`src/rtl/dct8_row_pipe.sv`:
```
// dct8_row_pipe: three-stage pipelined 8-point forward DCT (butterfly, products, scale/clip) with valid/ready.
// Build option: define DCT_ROUND_EN for round-half-up scaling; otherwise a floor shift is used.
module dct8_row_pipe #(
    parameter int unsigned IN_W      = 8,
    parameter int unsigned SIGNED_IN = 0,
    parameter int unsigned OUT_W     = 12
) (
    input  logic                 clk,
    input  logic                 rst_n,
    input  logic                 in_valid,
    output logic                 in_ready,
    input  logic [8*IN_W-1:0]    in_data,
    output logic                 out_valid,
    input  logic                 out_ready,
    output logic [8*OUT_W-1:0]   out_data,
    output logic                 out_sat
);
    localparam int unsigned IW = IN_W + 11;
    localparam int unsigned SW = (OUT_W > IW) ? OUT_W : IW;

    localparam logic signed [IW-1:0] K12   = IW'(12);
    localparam logic signed [IW-1:0] K24   = IW'(24);
    localparam logic signed [IW-1:0] K36   = IW'(36);
    localparam logic signed [IW-1:0] K45   = IW'(45);
    localparam logic signed [IW-1:0] K53   = IW'(53);
    localparam logic signed [IW-1:0] K59   = IW'(59);
    localparam logic signed [IW-1:0] K63   = IW'(63);
    localparam logic signed [IW-1:0] K_RND = IW'(64);

    localparam logic signed [SW-1:0] Y_MAX = SW'((64'(1) << (OUT_W - 1)) - 64'(1));
    localparam logic signed [SW-1:0] Y_MIN = ~Y_MAX;

    logic v1, v2, v3;
    logic adv1, adv2, adv3;

    logic signed [IW-1:0] x   [8];
    logic signed [IW-1:0] a_q [4];
    logic signed [IW-1:0] d_q [4];
    logic signed [IW-1:0] p_c [8];
    logic signed [IW-1:0] p_q [8];
    logic signed [IW-1:0] q_c [8];
    logic signed [SW-1:0] w_c [8];
    logic signed [IW-1:0] e0, e1, e2, e3;
    logic [8*OUT_W-1:0]   y_c;
    logic                 sat_c;

    // A stage may load when it is empty or its block leaves in the same cycle.
    assign adv3     = ~v3 | out_ready;
    assign adv2     = ~v2 | adv3;
    assign adv1     = ~v1 | adv2;
    assign in_ready = adv1;

    // Sample extraction: x0 sits in the MSBs.
    for (genvar i = 0; i < 8; i++) begin : g_ext
        if (SIGNED_IN != 0) begin : g_s
            assign x[i] = IW'($signed(in_data[(7-i)*IN_W +: IN_W]));
        end else begin : g_u
            assign x[i] = IW'(in_data[(7-i)*IN_W +: IN_W]);
        end
    end

    // S1: butterfly sums and differences.
    always_ff @(posedge clk or negedge rst_n) begin
        if (!rst_n) begin
            v1 <= 1'b0;
            for (int i = 0; i < 4; i++) begin
                a_q[i] <= '0;
                d_q[i] <= '0;
            end
        end else if (adv1) begin
            v1 <= in_valid;
            if (in_valid) begin
                for (int i = 0; i < 4; i++) begin
                    a_q[i] <= x[i] + x[7-i];
                    d_q[i] <= x[i] - x[7-i];
                end
            end
        end
    end

    // Even/odd coefficient products.
    always_comb begin
        e0     = a_q[0] + a_q[1] + a_q[2] + a_q[3];
        e1     = a_q[0] - a_q[1] - a_q[2] + a_q[3];
        e2     = a_q[0] - a_q[3];
        e3     = a_q[1] - a_q[2];
        p_c[0] = K45 * e0;
        p_c[4] = K45 * e1;
        p_c[2] = K59 * e2 + K24 * e3;
        p_c[6] = K24 * e2 - K59 * e3;
        p_c[1] = K63 * d_q[0] + K53 * d_q[1] + K36 * d_q[2] + K12 * d_q[3];
        p_c[3] = K53 * d_q[0] - K12 * d_q[1] - K63 * d_q[2] - K36 * d_q[3];
        p_c[5] = K36 * d_q[0] - K63 * d_q[1] + K12 * d_q[2] + K53 * d_q[3];
        p_c[7] = K12 * d_q[0] - K36 * d_q[1] + K53 * d_q[2] - K63 * d_q[3];
    end

    // S2: product registers.
    always_ff @(posedge clk or negedge rst_n) begin
        if (!rst_n) begin
            v2 <= 1'b0;
            for (int k = 0; k < 8; k++) begin
                p_q[k] <= '0;
            end
        end else if (adv2) begin
            v2 <= v1;
            if (v1) begin
                for (int k = 0; k < 8; k++) begin
                    p_q[k] <= p_c[k];
                end
            end
        end
    end

    // Drop the 7 fraction bits, then clip into the signed output range.
    always_comb begin
        y_c   = '0;
        sat_c = 1'b0;
        for (int k = 0; k < 8; k++) begin
`ifdef DCT_ROUND_EN
            q_c[k] = (p_q[k] + K_RND) >>> 7;
`else
            q_c[k] = p_q[k] >>> 7;
`endif
            w_c[k] = SW'(q_c[k]);
            if (w_c[k] > Y_MAX) begin
                w_c[k] = Y_MAX;
                sat_c  = 1'b1;
            end else if (w_c[k] < Y_MIN) begin
                w_c[k] = Y_MIN;
                sat_c  = 1'b1;
            end
            y_c[(7-k)*OUT_W +: OUT_W] = w_c[k][OUT_W-1:0];
        end
    end

    // S3: output registers; contents hold while downstream stalls.
    always_ff @(posedge clk or negedge rst_n) begin
        if (!rst_n) begin
            v3       <= 1'b0;
            out_data <= '0;
            out_sat  <= 1'b0;
        end else if (adv3) begin
            v3 <= v2;
            if (v2) begin
                out_data <= y_c;
                out_sat  <= sat_c;
            end
        end
    end

    assign out_valid = v3;

endmodule

```
`config.mk`:
```
export PLATFORM = sky130hd
export DESIGN_NAME = dct8_row_pipe
export DESIGN_NICKNAME = d
export VERILOG_FILES = /design/src/rtl/dct8_row_pipe.sv
export SDC_FILE = /design/constraint.sdc
export NUM_CORES = 2
export LEC_CHECK = 0
export ABC_AREA = 1
export CAP_MARGIN = 30
export CORE_MARGIN = 2
export CORE_UTILIZATION = 40
export CTS_CLUSTER_SIZE = 28
export DETAILED_ROUTE_END_ITERATION = 8
export SLEW_MARGIN = 20
export SYNTH_ARGS = -nofsm -noshare
export SYNTH_HDL_FRONTEND = slang
export SYNTH_SLANG_ARGS = --single-unit
```
`constraint.sdc`:
```
create_clock -name clk -period 6.6 [get_ports clk]
set_input_delay 1.32 -clock clk [delete_from_list [all_inputs] [get_ports clk]]
set_output_delay 1.32 -clock clk [all_outputs]
set_load 0.02 [all_outputs]
```
## After elaboration in Yosys (flattened, before gate mapping)

Cells that the tools add are included.

- Output and inout bits: 99
- Bits of input ports: 68
- Logic and storage cells: 130
- Register bits after elaboration: 404

- Magnitude comparators: 16
- Add/sub/neg operators: 30
- Multiplexer cells: 32
- $mul: 22
- Reduce and logical (&&, ||, !) cells: 3
- Bitwise logic cells: 6

Operators with widths:

| cell | number |
|---|---|
| $mul 7x19->19 const A | 12 |
| $add 19x19->19 | 11 |
| $sub 19x19->19 | 11 |
| $mux 12 | 16 |
| $gt 12x12->1 const B | 8 |
| $lt 12x12->1 const B | 8 |
| $mul 3x19->17 const A | 4 |
| $mul 5x19->17 const A | 4 |
| $mul 3x19->16 const A | 2 |
| $add 8x8->9 | 4 |
| $sub 8x8->9 | 4 |
| $mux 1 | 16 |
| $reduce_and 2->1 | 3 |
| $not 1->1 | 3 |
| $or 1x1->1 | 3 |

## Logic depth before layout (Yosys ltp)

- Word-level depth: 17
- Gate-level depth with buffers: 41
- Depth with buffers taken out: 41

## Least setup slack after synthesis

Ideal clock, no wire load.

- Kind: flip-flop to flip-flop
- Start: register d_q[17] (netlist name)
- End: register p_q[94] (netlist name)
- Library setup time: 117 ps
- Data arrival time: 6,982 ps
- Clock period less this slack: 7,099 ps
- Required time: 6,483 ps
- Stages on the path, launching flop included: 27
- Slack: -499 ps
- Buffers on the path: 1
- Cell sequence: dfrtp_1 > clkbuf_1 > inv_1 > ha_1 > ha_1 > nand2_1 > nor2_1 > a2111oi_0 > xor2_1 > ha_1 > ha_1 > fa_1 > fa_1 > fa_1 > fa_1 > inv_1 > ha_1 > nand2_1 > nor3_1 > nor3b_1 > nand2_1 > nand2_1 > nand2_1 > nand3_1 > nand2_1 > nand3_1 > nand2_1

RTL lines:

| element | line | source |
|---|---|---|
| end signal: indexed assignment | 108 | `p_q[k] <= p_c[k];` |
| end: declaration | 40 | `logic signed [IW-1:0] p_q [8];` |

==> results.md <==
* # fillers at 10,500
* Sequential-to-total area share from yosys stat at 14.7%
* Slowest cell on crit path: fa_1
* Top cell type's share of synthesized area at 28.2%
* Relative slew slack at 37.3%
* Die width at 338 µm
* Worst EP arrival at 7.00 ns
* Clk slew on worst S/H paths at 0.06 ns
* Routed length on met1 at 60,400 µm
* DRC viols at 0
* Post-DP HPWL at 114,000 µm
* Core Box Area at 0.111 mm²
* GPL Wtd Cong at 0.954
* Final Hold Fails at 0
* Post-synthesis register bit count at 262
* Critical path origin: d_q[57]$_DFFE_PN0P_
* Hold_buf cts at 0
* Detail Route Antenna Nets at 0
* Vias at 36,000
* Final wirelength at 135,000 µm
* Reg2reg start: d_q[57]$_DFFE_PN0P_
* Initial Utilization at 40.3%
* Worst setup path class: reg2reg
* R2r setup slk at 0.06 ns
* CTS tree: yes
* Min Tclk post-route at 6.54 ns
* Most frequent CP cell: nand2_2
* TritonCTS Buffers at 34
* XOR/XNOR share of the synthesized area at 3.91%
* Final period util at 99.1%
* DR pass1 iterations at 8
* P&R area growth vs syn at 23.2%
* Fmax at 153 MHz
* Drt first-iter violations at 2,171
* Post-DR vias/cell at 4.86
* Die area at 0.114 mm²
* R2r endpoint: p_q[37]$_DFFE_PN0P_
* Synth area leaders: fa_1 28%, ha_1 20%, dfrtp_1 15%
* # nets final at 7,316
* Post-synthesis compound-gate area fraction at 7.78%
* Clock tree root driver cell: clkbuf_16
* Crit. End Element: register
* WL per Instance at 18.2 µm
* Unrepaired setup endpoints after global routing: yes
* Commonest non-fill, non-tap cell in the layout: inv_1
* CP Launch Type: register
* Largest area contributor in the netlist: fa_1
* Crit path to: p_q[37]$_DFFE_PN0P_
* Clock Sink Count at 262
* Clk Latency, worst-skew pair at 0.60 ns
* Req. time, crit path at 7.06 ns
* Syn Nets at 6,657
* FF-to-FF path depth at 37
* Largest family of logic cells by synthesized area: adder cells
* YS warnings at 0
* Final setup TNS at 0 ns
* Avg Cell Area, Syn at 8.53 µm²
* Tightest Hold Check Type: reg2reg
* Synth unique cells at 64
* Max-cap violations at 0
* Post-Synthesis Cells at 5,230
* DR WL met2 at 62,900 µm
* Setup Viol. Count Final at 0
* # H-tree levels at 2
* Status: complete, no violations
* Worst path max stage delay at 0.55 ns
* Worst slew pin tran at 0.940 ns
* Vias in the first global route at 37,400
* Placed Cells at 7,306
* # IOs at 167
* Most frequent cells in the layout: 1,230 x inv_1, 867 x nand2_1, 658 x ha_1, 610 x fa_1, 510 x buf_4
* Share of cells above drive strength 1 at 17.2%
* Die height at 338 µm
* Post-synthesis simple-gate area fraction at 13.5%
* Non-Filler Instances at 7,404
* Pins Over Slew Limit at 0
* Largest net degree at the start of global routing at 127
* Multiplexer share of the synthesized area at 0%
* IO Port Bufs at 165
* Worst Clk Skew at 0.0318 ns
* CTS Buffer Depth at 3
* Initial antenna violation count at 8
* Total gr overflow at 0
* Main synth FF type: dfrtp_1
* Post-synth EDFFs at 0
* GRT Util Overall at 24.2%
* Worst-path fanout max at 5
* Ys async rst share at 100%
* Top sig layer: met5
* Metal3 WL at 6910 µm
* Global-route wire length before repair at 212,000 µm
* Mapped Area at 0.0446 mm²
* # rows at 122
* Synth Area in Adders at 48.7%
-- Yosys cell counts, types with 3 or more instances --
cell type,instances
inv_1,1265
nand2_1,912
ha_1,730
fa_1,629
o21ai_0,274
dfrtp_1,262
a21oi_1,215
nor2_1,201
nand3_1,189
xor2_1,122
xnor2_1,69
or2_2,41
clkbuf_1,40
a31oi_1,26
nor3_1,25
o21bai_1,22
nand4_1,19
o22ai_1,19
a21o_1,13
nand3b_1,13
inv_2,12
buf_2,11
a211oi_1,10
buf_1,9
nand2_2,9
o21a_1,8
nor2_4,7
a22oi_1,6
nand3_2,6
nor4_1,6
clkinv_1,5
o21ai_1,5
o31ai_1,5
a221oi_1,4
nor2_2,4
o2111ai_1,3
-- timing repair --
action / in CTS / in global routing
gates cloned: 0 / 0
setup buffers: 1 / 33
pin swaps: 40 / 160
resized for setup: 63 / 361
endpoints found under the setup margin: 28 / 68
-- sequential cells by signal (all words and copies together), names as in the netlist --
signal and count:
out_sat 1, out_data 95, d_q 36, p_q 95, out_valid 1, v2 1, a_q 32, v1 1
-- critical path: cells and delay by family, from the launching register on --
kind | cells | cell delay, ns
XOR/XNOR | 1 | 0.11
AND/OR/NAND/NOR | 19 | 1.56
flip-flops | 1 | 0.41
adder cells (fa/ha/maj) | 10 | 3.69
AO/OA/AOI/OAI | 1 | 0.24
buffers and inverters | 6 | 0.40
-- routing by layer --
layer  global-route usage [%]  vias to the layer above
li1                         -                    17400
met4                     7.59                        4
met1                     32.8                    17600
met2                     40.0                      816
met5                        0                        -
met3                     3.44                      184
-- stage by stage --
| step | setup slack [ns] | util (%) | cell area [µm²] | hold slack, ns |
|---|---|---|---|---|
| CTS | -0.0125 | 48.0 | 53100 | 0.475 |
| global route | -0.229 | 49.7 | 55000 | 0.490 |
| detailed placement | -0.311 | 46.7 | 51700 | 0.460 |
| floorplan | 0.00465 | - | 44700 | 0.442 |
| global placement | -0.219 | 46.7 | 51700 | 0.459 |
| finish | 0.0602 | 49.7 | 55000 | 0.470 |
-- logic make-up after synthesis --
kind of cell | count (synthesis)
adder cells (fa/ha/maj) | 1359
buffers and inverters | 1346
AO/OA/AOI/OAI | 627
other | 1
flip-flops | 262
AND/OR/NAND/NOR | 1440
XOR/XNOR | 195
-- area by class of cell --
type                            count  area [µm²]  area share (%)
Clock buffer                       39         900            1.64
Clock inverter                     22         238           0.432
Antenna cell                        2        5.00         0.00910
Timing Repair Buffer              686        5650            10.3
Tap cell                         1488        1860            3.39
Inverter                         1283        4840            8.80
Sequential cell                   262        6580            12.0
Multi-Input combinational cell   3622       34900            63.5
-- worst min path at each step --
stage	to	startpoint	cells past startpoint	slack, ns
floorplan	out_data[11]$_DFFE_PN0P_	p_q[18]$_DFFE_PN0P_	2	0.44
global placement	out_data[57]$_DFFE_PN0P_	p_q[92]$_DFFE_PN0P_	2	0.46
detailed placement	out_data[58]$_DFFE_PN0P_	p_q[93]$_DFFE_PN0P_	2	0.46
CTS	out_data[58]$_DFFE_PN0P_	p_q[93]$_DFFE_PN0P_	2	0.48
global route	out_data[58]$_DFFE_PN0P_	p_q[93]$_DFFE_PN0P_	2	0.49
finish	out_data[83]$_DFFE_PN0P_	p_q[132]$_DFFE_PN0P_	2	0.47
Power is not shown: default switching activity piles up to over one toggle a cycle in this logic, so the estimate is an artifact.
